File: src/rtl/bus_port_fifo_if.sv
// Bus-port endpoint signal bundle: device TX/RX side plus arbiter pndng/pop and push handshakes.
// The master drives the endpoint (device plus arbiter); the slave is the FIFO endpoint itself.
interface bus_port_fifo_if #(
   parameter int unsigned pckg_sz = 16
);
   logic               tx_wr;
   logic [pckg_sz-1:0] tx_data;
   logic               tx_full;
   logic               pndng;
   logic [pckg_sz-1:0] D_pop;
   logic               pop;
   logic               push;
   logic [pckg_sz-1:0] D_push;
   logic               rx_rd;
   logic [pckg_sz-1:0] rx_data;
   logic               rx_empty;
   logic [7:0]         drop_cnt;
   logic               err;

   modport master (
      output tx_wr, tx_data, pop, push, D_push, rx_rd,
      input  tx_full, pndng, D_pop, rx_data, rx_empty, drop_cnt, err
   );

   modport slave (
      input  tx_wr, tx_data, pop, push, D_push, rx_rd,
      output tx_full, pndng, D_pop, rx_data, rx_empty, drop_cnt, err
   );
endinterface

File: src/rtl/bus_port_fifo.sv
// Per-device bus endpoint: TX FIFO feeding the arbiter, RX FIFO with destination-ID filtering.
// Both FIFOs are first-word fall-through register arrays with (log2(depth)+1)-bit pointers.
module bus_port_fifo #(
   parameter int unsigned pckg_sz   = 16,
   parameter int unsigned depth     = 8,
   parameter logic [7:0]  id        = 8'd0,
   parameter logic [7:0]  broadcast = 8'hFF
) (
   input logic            clk,
   input logic            reset,
   bus_port_fifo_if.slave bus
);

   localparam int unsigned AW = $clog2(depth);

   logic [pckg_sz-1:0] tx_mem_q [depth];
   logic [pckg_sz-1:0] rx_mem_q [depth];

   logic [AW:0] tx_wptr_q, tx_wptr_d, tx_rptr_q, tx_rptr_d;
   logic [AW:0] rx_wptr_q, rx_wptr_d, rx_rptr_q, rx_rptr_d;
   logic [7:0]  drop_cnt_q, drop_cnt_d;
   logic        err_q, err_d;

   logic       tx_full, tx_empty, rx_full, rx_empty;
   logic       tx_we, tx_re, rx_we, rx_re;
   logic       dst_match, drop;
   logic [7:0] dst;

   // Full: MSBs differ, index bits equal; empty: pointers identical.
   assign tx_empty = (tx_wptr_q == tx_rptr_q);
   assign tx_full  = (tx_wptr_q[AW] != tx_rptr_q[AW]) &&
                     (tx_wptr_q[AW-1:0] == tx_rptr_q[AW-1:0]);
   assign rx_empty = (rx_wptr_q == rx_rptr_q);
   assign rx_full  = (rx_wptr_q[AW] != rx_rptr_q[AW]) &&
                     (rx_wptr_q[AW-1:0] == rx_rptr_q[AW-1:0]);

   assign dst       = bus.D_push[pckg_sz-1 -: 8];
   assign dst_match = (dst == id) || (dst == broadcast);

   // Flags come from registered pointers, so a same-cycle pop never rescues a write into full.
   assign tx_we = bus.tx_wr && !tx_full;
   assign tx_re = bus.pop && !tx_empty;
   assign rx_we = bus.push && dst_match && !rx_full;
   assign rx_re = bus.rx_rd && !rx_empty;
   assign drop  = bus.push && (!dst_match || rx_full);

   always_comb begin
      tx_wptr_d  = tx_wptr_q;
      tx_rptr_d  = tx_rptr_q;
      rx_wptr_d  = rx_wptr_q;
      rx_rptr_d  = rx_rptr_q;
      drop_cnt_d = drop_cnt_q;
      err_d      = err_q;
      if (tx_we) tx_wptr_d = tx_wptr_q + 1'b1;
      if (tx_re) tx_rptr_d = tx_rptr_q + 1'b1;
      if (rx_we) rx_wptr_d = rx_wptr_q + 1'b1;
      if (rx_re) rx_rptr_d = rx_rptr_q + 1'b1;
      if (drop && (drop_cnt_q != 8'hFF)) drop_cnt_d = drop_cnt_q + 8'd1;
      if ((bus.tx_wr && tx_full) || (bus.pop && tx_empty)) err_d = 1'b1;
   end

   always_ff @(posedge clk) begin
      if (reset) begin
         tx_wptr_q  <= '0;
         tx_rptr_q  <= '0;
         rx_wptr_q  <= '0;
         rx_rptr_q  <= '0;
         drop_cnt_q <= '0;
         err_q      <= 1'b0;
      end else begin
         tx_wptr_q  <= tx_wptr_d;
         tx_rptr_q  <= tx_rptr_d;
         rx_wptr_q  <= rx_wptr_d;
         rx_rptr_q  <= rx_rptr_d;
         drop_cnt_q <= drop_cnt_d;
         err_q      <= err_d;
      end
   end

   always_ff @(posedge clk) begin
      if (tx_we && !reset) tx_mem_q[tx_wptr_q[AW-1:0]] <= bus.tx_data;
      if (rx_we && !reset) rx_mem_q[rx_wptr_q[AW-1:0]] <= bus.D_push;
   end

   assign bus.tx_full  = tx_full;
   assign bus.pndng    = !tx_empty;
   assign bus.D_pop    = tx_mem_q[tx_rptr_q[AW-1:0]];
   assign bus.rx_empty = rx_empty;
   assign bus.rx_data  = rx_mem_q[rx_rptr_q[AW-1:0]];
   assign bus.drop_cnt = drop_cnt_q;
   assign bus.err      = err_q;

endmodule

File: src/flat_wrapper.sv
// flat-port wrapper written by rule: the top's interface ports become plain ports
module bus_port_fifo_flat 
#(
   parameter int unsigned pckg_sz   = 16,
   parameter int unsigned depth     = 8,
   parameter logic [7:0]  id        = 8'd0,
   parameter logic [7:0]  broadcast = 8'hFF
)
  (clk, reset, bus_tx_wr, bus_tx_data, bus_pop, bus_push, bus_D_push, bus_rx_rd, bus_tx_full, bus_pndng, bus_D_pop, bus_rx_data, bus_rx_empty, bus_drop_cnt, bus_err);
  bus_port_fifo_if #(.pckg_sz(pckg_sz)) bus_i ();
  input logic clk;
  input logic reset;
  input wire logic [$bits(bus_i.tx_wr)-1:0] bus_tx_wr;
  input wire logic [$bits(bus_i.tx_data)-1:0] bus_tx_data;
  input wire logic [$bits(bus_i.pop)-1:0] bus_pop;
  input wire logic [$bits(bus_i.push)-1:0] bus_push;
  input wire logic [$bits(bus_i.D_push)-1:0] bus_D_push;
  input wire logic [$bits(bus_i.rx_rd)-1:0] bus_rx_rd;
  output wire logic [$bits(bus_i.tx_full)-1:0] bus_tx_full;
  output wire logic [$bits(bus_i.pndng)-1:0] bus_pndng;
  output wire logic [$bits(bus_i.D_pop)-1:0] bus_D_pop;
  output wire logic [$bits(bus_i.rx_data)-1:0] bus_rx_data;
  output wire logic [$bits(bus_i.rx_empty)-1:0] bus_rx_empty;
  output wire logic [$bits(bus_i.drop_cnt)-1:0] bus_drop_cnt;
  output wire logic [$bits(bus_i.err)-1:0] bus_err;
  assign bus_i.tx_wr = bus_tx_wr;
  assign bus_i.tx_data = bus_tx_data;
  assign bus_i.pop = bus_pop;
  assign bus_i.push = bus_push;
  assign bus_i.D_push = bus_D_push;
  assign bus_i.rx_rd = bus_rx_rd;
  assign bus_tx_full = bus_i.tx_full;
  assign bus_pndng = bus_i.pndng;
  assign bus_D_pop = bus_i.D_pop;
  assign bus_rx_data = bus_i.rx_data;
  assign bus_rx_empty = bus_i.rx_empty;
  assign bus_drop_cnt = bus_i.drop_cnt;
  assign bus_err = bus_i.err;
  bus_port_fifo #(.pckg_sz(pckg_sz), .depth(depth), .id(id), .broadcast(broadcast)) u_core (.clk(clk), .reset(reset), .bus(bus_i));
endmodule
File: config.mk
export PLATFORM = sky130hd
export DESIGN_NAME = bus_port_fifo_flat
export DESIGN_NICKNAME = d
export VERILOG_FILES = /design/src/rtl/bus_port_fifo_if.sv /design/src/rtl/bus_port_fifo.sv /design/src/flat_wrapper.sv
export SDC_FILE = /design/constraint.sdc
export NUM_CORES = 1
export LEC_CHECK = 0
export CAP_MARGIN = 20
export CORE_UTILIZATION = 60
export DETAILED_ROUTE_END_ITERATION = 8
export PLACE_DENSITY = 0.81
export SYNTH_ARGS = -nofsm -noshare
export SYNTH_HDL_FRONTEND = slang
export SYNTH_SLANG_ARGS = --single-unit
File: constraint.sdc
create_clock -name clk -period 6.9 [get_ports clk]
set_clock_uncertainty 0.1 [all_clocks]
set_input_delay 1.725 -clock clk [delete_from_list [all_inputs] [get_ports clk]]
set_output_delay 1.725 -clock clk [all_outputs]
set_load 0.01 [all_outputs]
; ---- Word-level counts from Yosys, hierarchy flattened
; Memory sizes are Yosys's and may differ from the RTL's. A register that Yosys moved wholly into a read port is not among the register bits.
; Cells that the tools add are included.
[totals]
regBits = 25
mem_bits_rw = 256
n_memories = 2
[op_classes]
add_sub_neg = 5
n_eq_ne = 8
mux = 8
reduce_logical = 23
[memory_table]
columns = memory, depth, width, rd, rd_clocked_by_memory_dff, write_ports, line_no
row1 = u_core.rx_mem_q, 8, 16, 1, 1, 1, bus_port_fifo.sv:17  ; logic [pckg_sz-1:0] rx_mem_q [depth];
row2 = u_core.tx_mem_q, 8, 16, 1, 1, 1, bus_port_fifo.sv:16  ; logic [pckg_sz-1:0] tx_mem_q [depth];
[ops]
columns = op, count
row1 = $add A4 B1 Y4 const B, 4
row2 = $logic_and A1 B1 Y1, 13
row3 = $mux W3, 4
row4 = $add A8 B1 Y8 const B, 1
row5 = $eq A4 B4 Y1, 2
row6 = $eq A8 B8 Y1 const B, 1
row7 = $logic_not A8 Y1, 1
row8 = $ne A8 B8 Y1 const B, 1
row9 = $eq A3 B3 Y1, 2
row10 = $logic_not A1 Y1, 6
row11 = $mux W1, 4
row12 = $logic_or A1 B1 Y1, 3
row13 = $ne A1 B1 Y1, 2

; ---- Longest topological paths before layout
; Gate-level depths: netlist of the first run.
[logic_depth]
word_depth = 7
depth_mapped = 7
mapped_depth_nobuf = 6

; ---- Worst setup path after synthesis of the first run
; OpenSTA, ideal clock, no wires.
[synth_path]
path_type = input to register
startpoint = input port bus_D_push[13]
endpoint = memory u_core.rx_mem_q[0][0], enable pin
setup_ns = 0.430
t_arrival_ns = 4.292
path_slack_ns = 2.077
stages = 5
n_path_buf = 1
path_cell_list = or4_1 -> nor2_1 -> o211ai_1 -> buf_2 -> nor4_1
[synth_via]
elab_chain_len = 7
elab_cells_between_ends = 8
cone_classes = eq/ne (1) / mux (2) / reduce/logical (5)
[synth_lines]
columns = item, line_no
row1 = start: declaration, flat_wrapper.sv:17  ; input wire logic [$bits(bus_i.D_push)-1:0] bus_D_push;
row2 = $eq A8 B8 Y1 or $logic_not A8 Y1 (tied branches), bus_port_fifo.sv:38  ; assign dst_match = (dst == id) || (dst == broadcast);
row3 = $logic_or A1 B1 Y1 *, bus_port_fifo.sv:38
row4 = $logic_and A1 B1 Y1 * (2 in series), bus_port_fifo.sv:43  ; assign rx_we = bus.push && dst_match && !rx_full;
row5 = $logic_and A1 B1 Y1 *, bus_port_fifo.sv:82  ; if (rx_we && !reset) rx_mem_q[rx_wptr_q[AW-1:0]] <= bus.D_push;
row6 = $mux W1 *, bus_port_fifo.sv:82
row7 = $mux W1 (not written as such) *, bus_port_fifo.sv:82
row8 = end: declaration, bus_port_fifo.sv:17
; Mark *: on every way between the ends. The rest lies on a longest branch, timed or not.

==> results of run 1 <==
metal layers:
metal  global-route usage  part of all wire
met1                0.314              0.40
met2                0.408              0.52
met3               0.0387             0.060
met4               0.0745             0.023
met5                    0                 0
worst max path at each step:
stage,from,endpoint,slack (ns)
floorplan,bus_D_push[13],u_core.rx_mem_q[0][0]$_DFFE_PP_,2.08
global placement,bus_D_push[9],u_core.rx_mem_q[1][6]$_DFFE_PP_,2.25
detailed placement,bus_D_push[13],u_core.rx_mem_q[1][5]$_DFFE_PP_,2.13
CTS,register,bus_rx_data[3],2.20
global route,register,bus_rx_data[3],2.14
finish,register,bus_rx_data[15],2.27
kinds of logic after synthesis:
logic type / count (synthesis)
flip-flops: 287
adder cells (fa/ha/maj): 5
buffers and inverters: 30
AO/OA/AOI/OAI: 21
XOR/XNOR: 18
AND/OR/NAND/NOR: 96
multiplexers: 103
worst max-delay path: cells and delay by family (launching register included):
| family | cells | cell delay, ns |
|---|---|---|
| buffers and inverters | 2 | 1.01 |
| flip-flops | 1 | 0.32 |
| multiplexers | 2 | 0.92 |
through the flow:
stage / hold WS (ns) / utilization / std cells / power [mW] / area [um^2]
global route: 0.425 / 0.738 / 910 / 4.00 / 13400
floorplan: 0.394 / - / 560 / 2.14 / 11200
CTS: 0.378 / 0.737 / 909 / 3.91 / 13400
finish: 0.371 / 0.738 / 910 / 3.88 / 13400
global placement: 0.363 / 0.681 / 857 / 2.26 / 12400
detailed placement: 0.367 / 0.681 / 857 / 2.27 / 12400
sequential cells by signal, indices dropped and copies added, names as in the netlist, named ones only:
signal and count:
u_core.tx_mem_q 128, u_core.tx_wptr_q 4, u_core.tx_rptr_q 4, u_core.rx_mem_q 128, u_core.rx_wptr_q 4, u_core.bus.err 1, u_core.rx_rptr_q 4, u_core.bus.drop_cnt 8
cells in the final DEF (no fill, tap or decap), types with 5 or more instances in the layout:
| cell type | n |
|---|---|
| dfxtp_1 | 27 |
| clkinv_2 | 6 |
| mux2_2 | 32 |
| nor3_4 | 5 |
| nand2_1 | 13 |
| clkdlybuf4s50_1 | 81 |
| a21oi_1 | 9 |
| ha_1 | 5 |
| mux4_2 | 64 |
| bufinv_16 | 7 |
| xnor2_1 | 8 |
| edfxtp_1 | 256 |
| nand4_1 | 6 |
| buf_4 | 14 |
| or3_1 | 5 |
| nand2b_1 | 7 |
| xor2_1 | 8 |
| nor2_1 | 28 |
| nand3_1 | 10 |
| clkbuf_16 | 29 |
power by group through the flow:
stage	clock (mW)	sequential (mW)	combinational, mW
2_1_floorplan	0	1.96	0.186
3_3_place_gp	0	1.97	0.294
3_5_place_dp	0	1.97	0.303
4_1_cts	1.67	1.93	0.307
5_1_grt	1.74	1.93	0.325
6_report	1.65	1.93	0.303
cell type report:
class / instances / area, um^2 / area share
multi-input cells: 243 / 2830 / 0.211
clock inverters: 21 / 284 / 0.0212
well taps: 229 / 287 / 0.0214
flip-flops and latches: 287 / 8310 / 0.621
repair buffers: 96 / 931 / 0.0695
inverters: 3 / 11.3 / 0.000841
clock buffers: 31 / 733 / 0.0548
==> flow_metrics.tcl, run 1 <==
set metrics [dict create \
    coreArea_mm2 0.0181 \
    dp_slack_ns 2.13 \
    async_flop_share 0 \
    p_per_area_mw_per_mm2 290 \
    slew_headroom 0.336 \
    final_hold_viol_count 0 \
    hp-start "u_core.bus.err$_SDFFE_PP0P_" \
    clock_path_buffers 3 \
    hold_buffers 0 \
    synth_edf_count 256 \
    synth-simple-area-share 0.0441 \
    cp-start-kind "register" \
    synth_compound_area_frac 0.0114 \
    via_per_inst 6.19 \
    fmaxAchievable_ghz 0.216 \
    drc 16 \
    p_leak_nw 4.27 \
    post_drt_wl_per_cell_um 23.9 \
    syn_avg_cell_area_um2 20.0 \
    drv_slew 0 \
    cp.arrival_ns 2.80 \
    htree_levels 1 \
    crit_path_top_delay_cell "mux4_2" \
    grt_pass1_vias 5984 \
    grt_start_max_net_pins 35 \
    synthTopCellsByArea "edfxtp_1 (69%), mux4_2 (13%), dfxtp_1 (5.5%)" \
    path_cells "buf_4, mux4_2, mux2_2, clkdlybuf4s50_1" \
    outcome "complete, but fails checks" \
    r2r-end "u_core.tx_mem_q[4][7]$_DFFE_PP_" \
    cts_tree "done" \
    synth_top_cells_by_count "edfxtp_1 (256), mux4_2 (64), mux2_2 (32)" \
    area_growth_pct 19.7 \
    synthXorXnorAreaFrac 0.0154 \
    pwr-share-clk 0.425 \
    min_path_cells 2 \
    ys_warn_count 0 \
    setup_tns_ns 0 \
    intPower_mw 3.11 \
    cap_violations 0 \
    fin_nets 702 \
    vias 5629 \
    first_pass_iters 6 \
    finalCritPeriodShare 0.671 \
    initial_core_util 0.616 \
    power_switching_mw 0.778 \
    clock_sinks 287 \
    cts_setup_buffers 0 \
    fp.dieH_um 139 \
    synthAdderAreaFrac 0.00559 \
    synth_top_family_by_area "multiplexers" \
    violations "DRC" \
    nFillCells 1002 \
    r2r_slack_ns 4.11 \
    power.share.switching 0.200 \
    netlist.area_leader.share 0.687 \
    cts_resized 0 \
    hp-class "register to register" \
    hold-path-endpoint "u_core.bus.err$_SDFFE_PP0P_" \
    rows 49 \
    synth_nets 603 \
    synthMuxAreaShare 0.169 \
    critPathKind "register to primary output" \
    drtIter0Drc 460 \
    rr_startpoint "u_core.tx_wptr_q[0]$_SDFFE_PP0P_" \
    slowest_delay_ns 0.61 \
    setup_slack_ns 2.27 \
    rsz0062_at_grt "no" \
    dp_hpwl_mm 12.2 \
    grt_overflow_total 0 \
    worstMarginPinSlew_ns 0.993 \
    worst_setup_path_end_kind "primary output" \
    die_area_mm2 0.0192 \
    cts_made_buffers 28 \
    ys.flop_type "edfxtp_1" \
    die_w_um 139 \
    drive_gt1_frac 0.264 \
    grt_pass1_wl_mm 33.9 \
    antenna_left 0 \
    ys_ff_latch 287 \
    grtUsageTotal 0.237 \
    synth_cells 560 \
    netlist_area_mm2 0.0112 \
    critPathRequiredTime_ns 5.08 \
    io_buffer_count 81 \
    yosysUniqueCellTypes 43 \
    setup_viol 0 \
    yosysTopAreaCell "edfxtp_1" \
    pwr-share-seq 0.497 \
    peakVddDrop_mv 0.291 \
    routed_wl_mm 21.8 \
    combPwrFrac 0.078 \
    crit_fanout 32 \
    diodes 0 \
    synth_most_common_cell "edfxtp_1" \
    root_buffer "clkbuf_16" \
    antenna_found_initial 0 \
    reg2reg_depth 4 \
    seq_area_frac_synth 0.743 \
    ios 82 \
    fin_crit_ns 4.63 \
    worstSkewPairLatency_ns 0.53 \
    place.gp.congestion 0.777 \
    clk_pin_slew_ns 0.06 \
]
(Power assumes the default switching activity.)
==> run 2: changes to the inputs <==
--- a/config.mk
+++ b/config.mk
@@ -6,9 +6,9 @@
 export NUM_CORES = 1
 export LEC_CHECK = 0
 export CAP_MARGIN = 20
-export CORE_UTILIZATION = 60
+export CORE_UTILIZATION = 52
 export DETAILED_ROUTE_END_ITERATION = 8
-export PLACE_DENSITY = 0.81
+export PLACE_DENSITY = 0.75
 export SYNTH_ARGS = -nofsm -noshare
 export SYNTH_HDL_FRONTEND = slang
 export SYNTH_SLANG_ARGS = --single-unit
==> constraint.sdc (replaced) <==
create_clock -name clk -period 3.86 [get_ports clk]
set_clock_uncertainty 0.1 [all_clocks]
set_input_delay 0.965 -clock clk [delete_from_list [all_inputs] [get_ports clk]]
set_output_delay 0.965 -clock clk [all_outputs]
set_load 0.01 [all_outputs]
==> run 2 against run 1 <==
Effect of this change: the run now ends clean; first-iteration DRC count decreased by 30%; routed wire length decreased by 2.1%; total power rose by 73%; non-clock buffer count increased by 14; utilization is 9.4 points lower; sequential share of layout area decreased by 0.85 points; worst setup slack got worse by 2.0 ns; count of clock-buffer cells in the layout is 7 higher; critical endpoint unchanged.
==> flow_metrics.tcl, run 2 (synthesized netlist as in run 1, its figures left out) <==
set metrics [dict create \
    outcome "complete, no violations" \
    drtIter0Drc 323 \
    cts_setup_buffers 0 \
    grtUsageTotal 0.197 \
    r2r-end "u_core.tx_mem_q[4][5]$_DFFE_PP_" \
    setup_tns_ns 0 \
    final_common_cell "edfxtp_1" \
    final_hold_viol_count 0 \
    grt_pass1_wl_mm 32.4 \
    postPlaceCellArea_mm2 0.0126 \
    r2r_slack_ns 1.49 \
    coreArea_mm2 0.0211 \
    post_drt_wl_per_cell_um 21.9 \
    use_met2 0.346 \
    fin_nets 717 \
    rows 53 \
    grt_pass1_vias 5853 \
    grt_overflow_total 0 \
    worstMarginPinSlew_ns 0.495 \
    fin_crit_ns 3.63 \
    cts_tree "done" \
    ios 82 \
    grt_start_max_net_pins 33 \
    hold_ws_ns 0.387 \
    crit_fanout 13 \
    cp.arrival_ns 2.56 \
    vias 5602 \
    place.gp.congestion 0.783 \
    antenna_left 0 \
    clock_path_buffers 3 \
    pwr-share-seq 0.515 \
    intPower_mw 5.33 \
    power_switching_mw 1.38 \
    via_per_inst 5.77 \
    peakVddDrop_mv 0.445 \
    clk_pin_slew_ns 0.06 \
    endpoint "bus_rx_data[15]" \
    htree_levels 1 \
    slew_headroom 0.666 \
    cts_made_buffers 29 \
    drc 0 \
    area_growth_pct 21.4 \
    slowest_delay_ns 0.53 \
    root_buffer "clkbuf_16" \
    hold_buffers 0 \
    critPathRequiredTime_ns 2.79 \
    drive_gt1_frac 0.272 \
    dp_hpwl_mm 12.7 \
    die_area_mm2 0.0221 \
    power.share.switching 0.206 \
    pwr-share-clk 0.401 \
    grt.met1_usage 0.248 \
    layout_common_cells "edfxtp_1 (256), clkdlybuf4s50_1 (81), mux4_2 (64)" \
    worstSkewPairLatency_ns 0.53 \
    antenna_found_initial 0 \
    hp-class "register to register" \
    final_area_mm2 0.0136 \
    io_buffer_count 81 \
    rsz0062_at_grt "no" \
    initial_core_util 0.530 \
    path_cells "buf_12, mux4_2, mux2_2, clkdlybuf4s50_1" \
    clock_sinks 287 \
    p_leak_nw 4.29 \
    grtUsageMet3 0.0322 \
    finalCritPeriodShare 0.940 \
    cap_violations 0 \
    p_per_area_mw_per_mm2 494 \
    first_pass_iters 4 \
    top_usage_layer "met2" \
    worst_setup_path_end_kind "primary output" \
    setup_slack_ns 0.232 \
    setup_viol 0 \
    crit_path_top_delay_cell "mux4_2" \
    fp.dieH_um 149 \
    die_w_um 149 \
    cp-start-kind "register" \
    nFillCells 1367 \
    drv_slew 0 \
    dp_slack_ns 0.275 \
    fmaxAchievable_ghz 0.276 \
    rr_startpoint "u_core.tx_wptr_q[0]$_SDFFE_PP0P_" \
    diodes 0 \
    routed_wl_mm 21.3 \
    combPwrFrac 0.084 \
    reg2reg_depth 5 \
    critPathKind "register to primary output" \
]
run 2: per-stage QoR:
step	std cells	util	total power, mW
after global placement	918	0.599	4.07
after global routing	971	0.644	6.91
after floorplan	560	-	3.83
final	971	0.644	6.71
after CTS	971	0.644	6.77
after detailed placement	918	0.599	4.09
run 2: cell type report:
type | instances | area (um^2) | area share
clock inverter | 15 | 131 | 0.00968
tap | 275 | 344 | 0.0253
timing repair buffer | 110 | 1180 | 0.0868
inverter | 3 | 11.3 | 0.000829
clock buffer | 38 | 800 | 0.0589
multi-input combinational | 243 | 2800 | 0.206
sequential | 287 | 8320 | 0.613
run 2: worst min path at each step:
stage	start	end	slack (ns)	cells past startpoint
2_1_floorplan	u_core.rx_wptr_q[3]$_SDFFE_PP0P_	u_core.rx_wptr_q[3]$_SDFFE_PP0P_	0.39	2
3_5_place_dp	u_core.bus.err$_SDFFE_PP0P_	u_core.bus.err$_SDFFE_PP0P_	0.37	2
3_3_place_gp	u_core.bus.err$_SDFFE_PP0P_	u_core.bus.err$_SDFFE_PP0P_	0.36	2
6_report	u_core.bus.err$_SDFFE_PP0P_	u_core.bus.err$_SDFFE_PP0P_	0.39	2
5_1_grt	u_core.bus.err$_SDFFE_PP0P_	u_core.bus.err$_SDFFE_PP0P_	0.45	2
4_1_cts	u_core.bus.err$_SDFFE_PP0P_	u_core.bus.err$_SDFFE_PP0P_	0.39	2
run 2: worst max-delay path, delay by kind of cell, from the launching register on:
kind / cells / cell delay [ns]
buf+inv: 2 / 0.69
flops: 1 / 0.51
mux: 2 / 0.82
run 2: power by group through the flow:
stage	clock (mW)	sequential, mW	combinational, mW
3_5_place_dp	0	3.52	0.566
5_1_grt	2.84	3.46	0.602
6_report	2.69	3.46	0.562
4_1_cts	2.74	3.46	0.570
2_1_floorplan	0	3.50	0.332
3_3_place_gp	0	3.52	0.547
run 2: what timing repair did:
action	in CTS	in global routing
gates resized for setup	0	2
endpoints found under the hold margin	0	0
endpoints found under the setup margin	0	8
run 2: layer usage:
layer  vias to the layer above  part of all wire
li1                       2503                 -
met1                      2889              0.40
met2                       173              0.53
met3                        37             0.055
met4                         0             0.023
met5                         -                 0
==> run 3: changes to the inputs <==
--- a/config.mk
+++ b/config.mk
@@ -7,6 +7,7 @@
 export LEC_CHECK = 0
 export CAP_MARGIN = 20
 export CORE_UTILIZATION = 52
+export CTS_CLUSTER_DIAMETER = 60
 export DETAILED_ROUTE_END_ITERATION = 8
 export PLACE_DENSITY = 0.75
 export SYNTH_ARGS = -nofsm -noshare
==> run 3 against run 2 <==
Effect of this change: register-to-register slack about the same; largest power group unchanged; design area down 0.13%; final cell count up 0.10%; non-clock buffer count unchanged; worst setup slack is essentially flat.
==> flow_metrics.tcl, run 3 (synthesized netlist as in run 1, its figures left out) <==
set metrics [dict create \
    clk_pin_slew_ns 0.06 \
    worstSkewPairLatency_ns 0.55 \
    ios 82 \
    root_buffer "clkbuf_16" \
    cp-start-kind "register" \
    worst_setup_path_end_kind "primary output" \
    final_area_mm2 0.0136 \
    hp-class "register to register" \
    cts_setup_buffers 0 \
    fp.dieH_um 149 \
    fin_nets 717 \
    grtUsageMet3 0.0365 \
    htree_levels 1 \
    drtIter0Drc 403 \
    place.gp.congestion 0.783 \
    peakVddDrop_mv 0.463 \
    post_drt_wl_per_cell_um 21.7 \
    p_per_area_mw_per_mm2 492 \
    initial_core_util 0.530 \
    p_leak_nw 4.29 \
    rows 53 \
    rsz0062_at_grt "no" \
    grt_pass1_vias 5830 \
    cp.arrival_ns 2.56 \
    first_pass_iters 4 \
    layout_common_cells "edfxtp_1 (256), clkdlybuf4s50_1 (81), mux4_2 (64)" \
    drv_slew 0 \
    die_area_mm2 0.0221 \
    final_common_cell "edfxtp_1" \
    cts_tree "done" \
    setup_viol 0 \
    area_growth_pct 21.2 \
    postPlaceCellArea_mm2 0.0126 \
    grt_start_max_net_pins 33 \
    antenna_found_initial 0 \
    slew_headroom 0.665 \
    hold_buffers 0 \
    diodes 0 \
    finalCritPeriodShare 0.940 \
    worstMarginPinSlew_ns 0.495 \
    critPathKind "register to primary output" \
    die_w_um 149 \
    via_per_inst 5.71 \
    grt.met1_usage 0.251 \
    critPathRequiredTime_ns 2.79 \
    post-route-util 0.643 \
    io_buffer_count 81 \
    use_met2 0.343 \
    total_power_mw 6.67 \
    grtUsageTotal 0.197 \
    drive_gt1_frac 0.274 \
    nFillCells 1370 \
    fmaxAchievable_ghz 0.276 \
    cts_made_buffers 29 \
    clock_sinks 287 \
    vias 5553 \
    fin_crit_ns 3.63 \
    top_usage_layer "met2" \
    crit_fanout 11 \
    antenna_left 0 \
    routed_wl_mm 21.1 \
    coreArea_mm2 0.0211 \
    cap_violations 0 \
    final_hold_viol_count 0 \
    grt_pass1_wl_mm 32.3 \
    grt_overflow_total 0 \
    dp_hpwl_mm 12.7 \
    outcome "complete, no violations" \
    drc 0 \
    clock_path_buffers 3 \
]
==> run 3: changes by cell type in the layout (fill, tap and decap cells not counted), sizes merged <==
| cell | change |
|---|---|
| clkinv | +6 |
| clkbuf | -6 |
| inv | +1 |
==> run 3: timing repair <==
action                                 CTS  global route
gates resized for setup                  0             2
setup endpoints to repair                0             9
endpoints found under the hold margin    0             0
==> run 3: critical path, stage by stage, from the launching register on <==
cell             delay, ns
dfxtp_4               0.51
buf_12                0.20
mux4_2                0.53
mux2_2                0.29
clkdlybuf4s50_1       0.49
==> run 3: per-layer routing <==
layer  wire (um)  up-vias
met3        1080       37
li1            -     2504
met5           0        -
met1        8710     2865
met2       10900      147
met4         453        0
==> run 3: final cells by class <==
type | instances | area (um^2) | area share
flip-flops and latches | 287 | 8320 | 0.613
multi-input cells | 243 | 2800 | 0.206
repair buffers | 110 | 1180 | 0.0869
clock buffers | 32 | 737 | 0.0544
well taps | 275 | 344 | 0.0254
clock inverters | 22 | 176 | 0.0130
inverters | 3 | 11.3 | 0.000831
==> run 3: through the flow <==
step	instances	worst slack (ns)	TNS, ns	hold WS [ns]
finish	972	0.232	0	0.387
global route	972	0.138	0	0.449
CTS	972	0.0301	0	0.394
detailed placement	918	0.275	0	0.367
global placement	918	0.360	0	0.359
floorplan	560	-0.203	-6.48	0.394
==> run 3: power by group <==
group,internal (mW),total (mW),switching (mW)
sequential,3.41,3.46,0.0425
combinational,0.328,0.563,0.234
clock,1.51,2.65,1.13
total,5.26,6.67,1.41
==> run 3: path summary, 6_finish.rpt <==
check / startpoint / endpoint / slack [ns] / cells after the start
worst max-delay path: register / bus_D_pop[1] / 0.23 / 4
worst max register to register: u_core.tx_wptr_q[1]$_SDFFE_PP0P_ / u_core.tx_mem_q[4][12]$_DFFE_PP_ / 1.49 / 5
worst min-delay path: u_core.bus.err$_SDFFE_PP0P_ / u_core.bus.err$_SDFFE_PP0P_ / 0.39 / 2
worst min register to register: u_core.bus.err$_SDFFE_PP0P_ / u_core.bus.err$_SDFFE_PP0P_ / 0.39 / 2
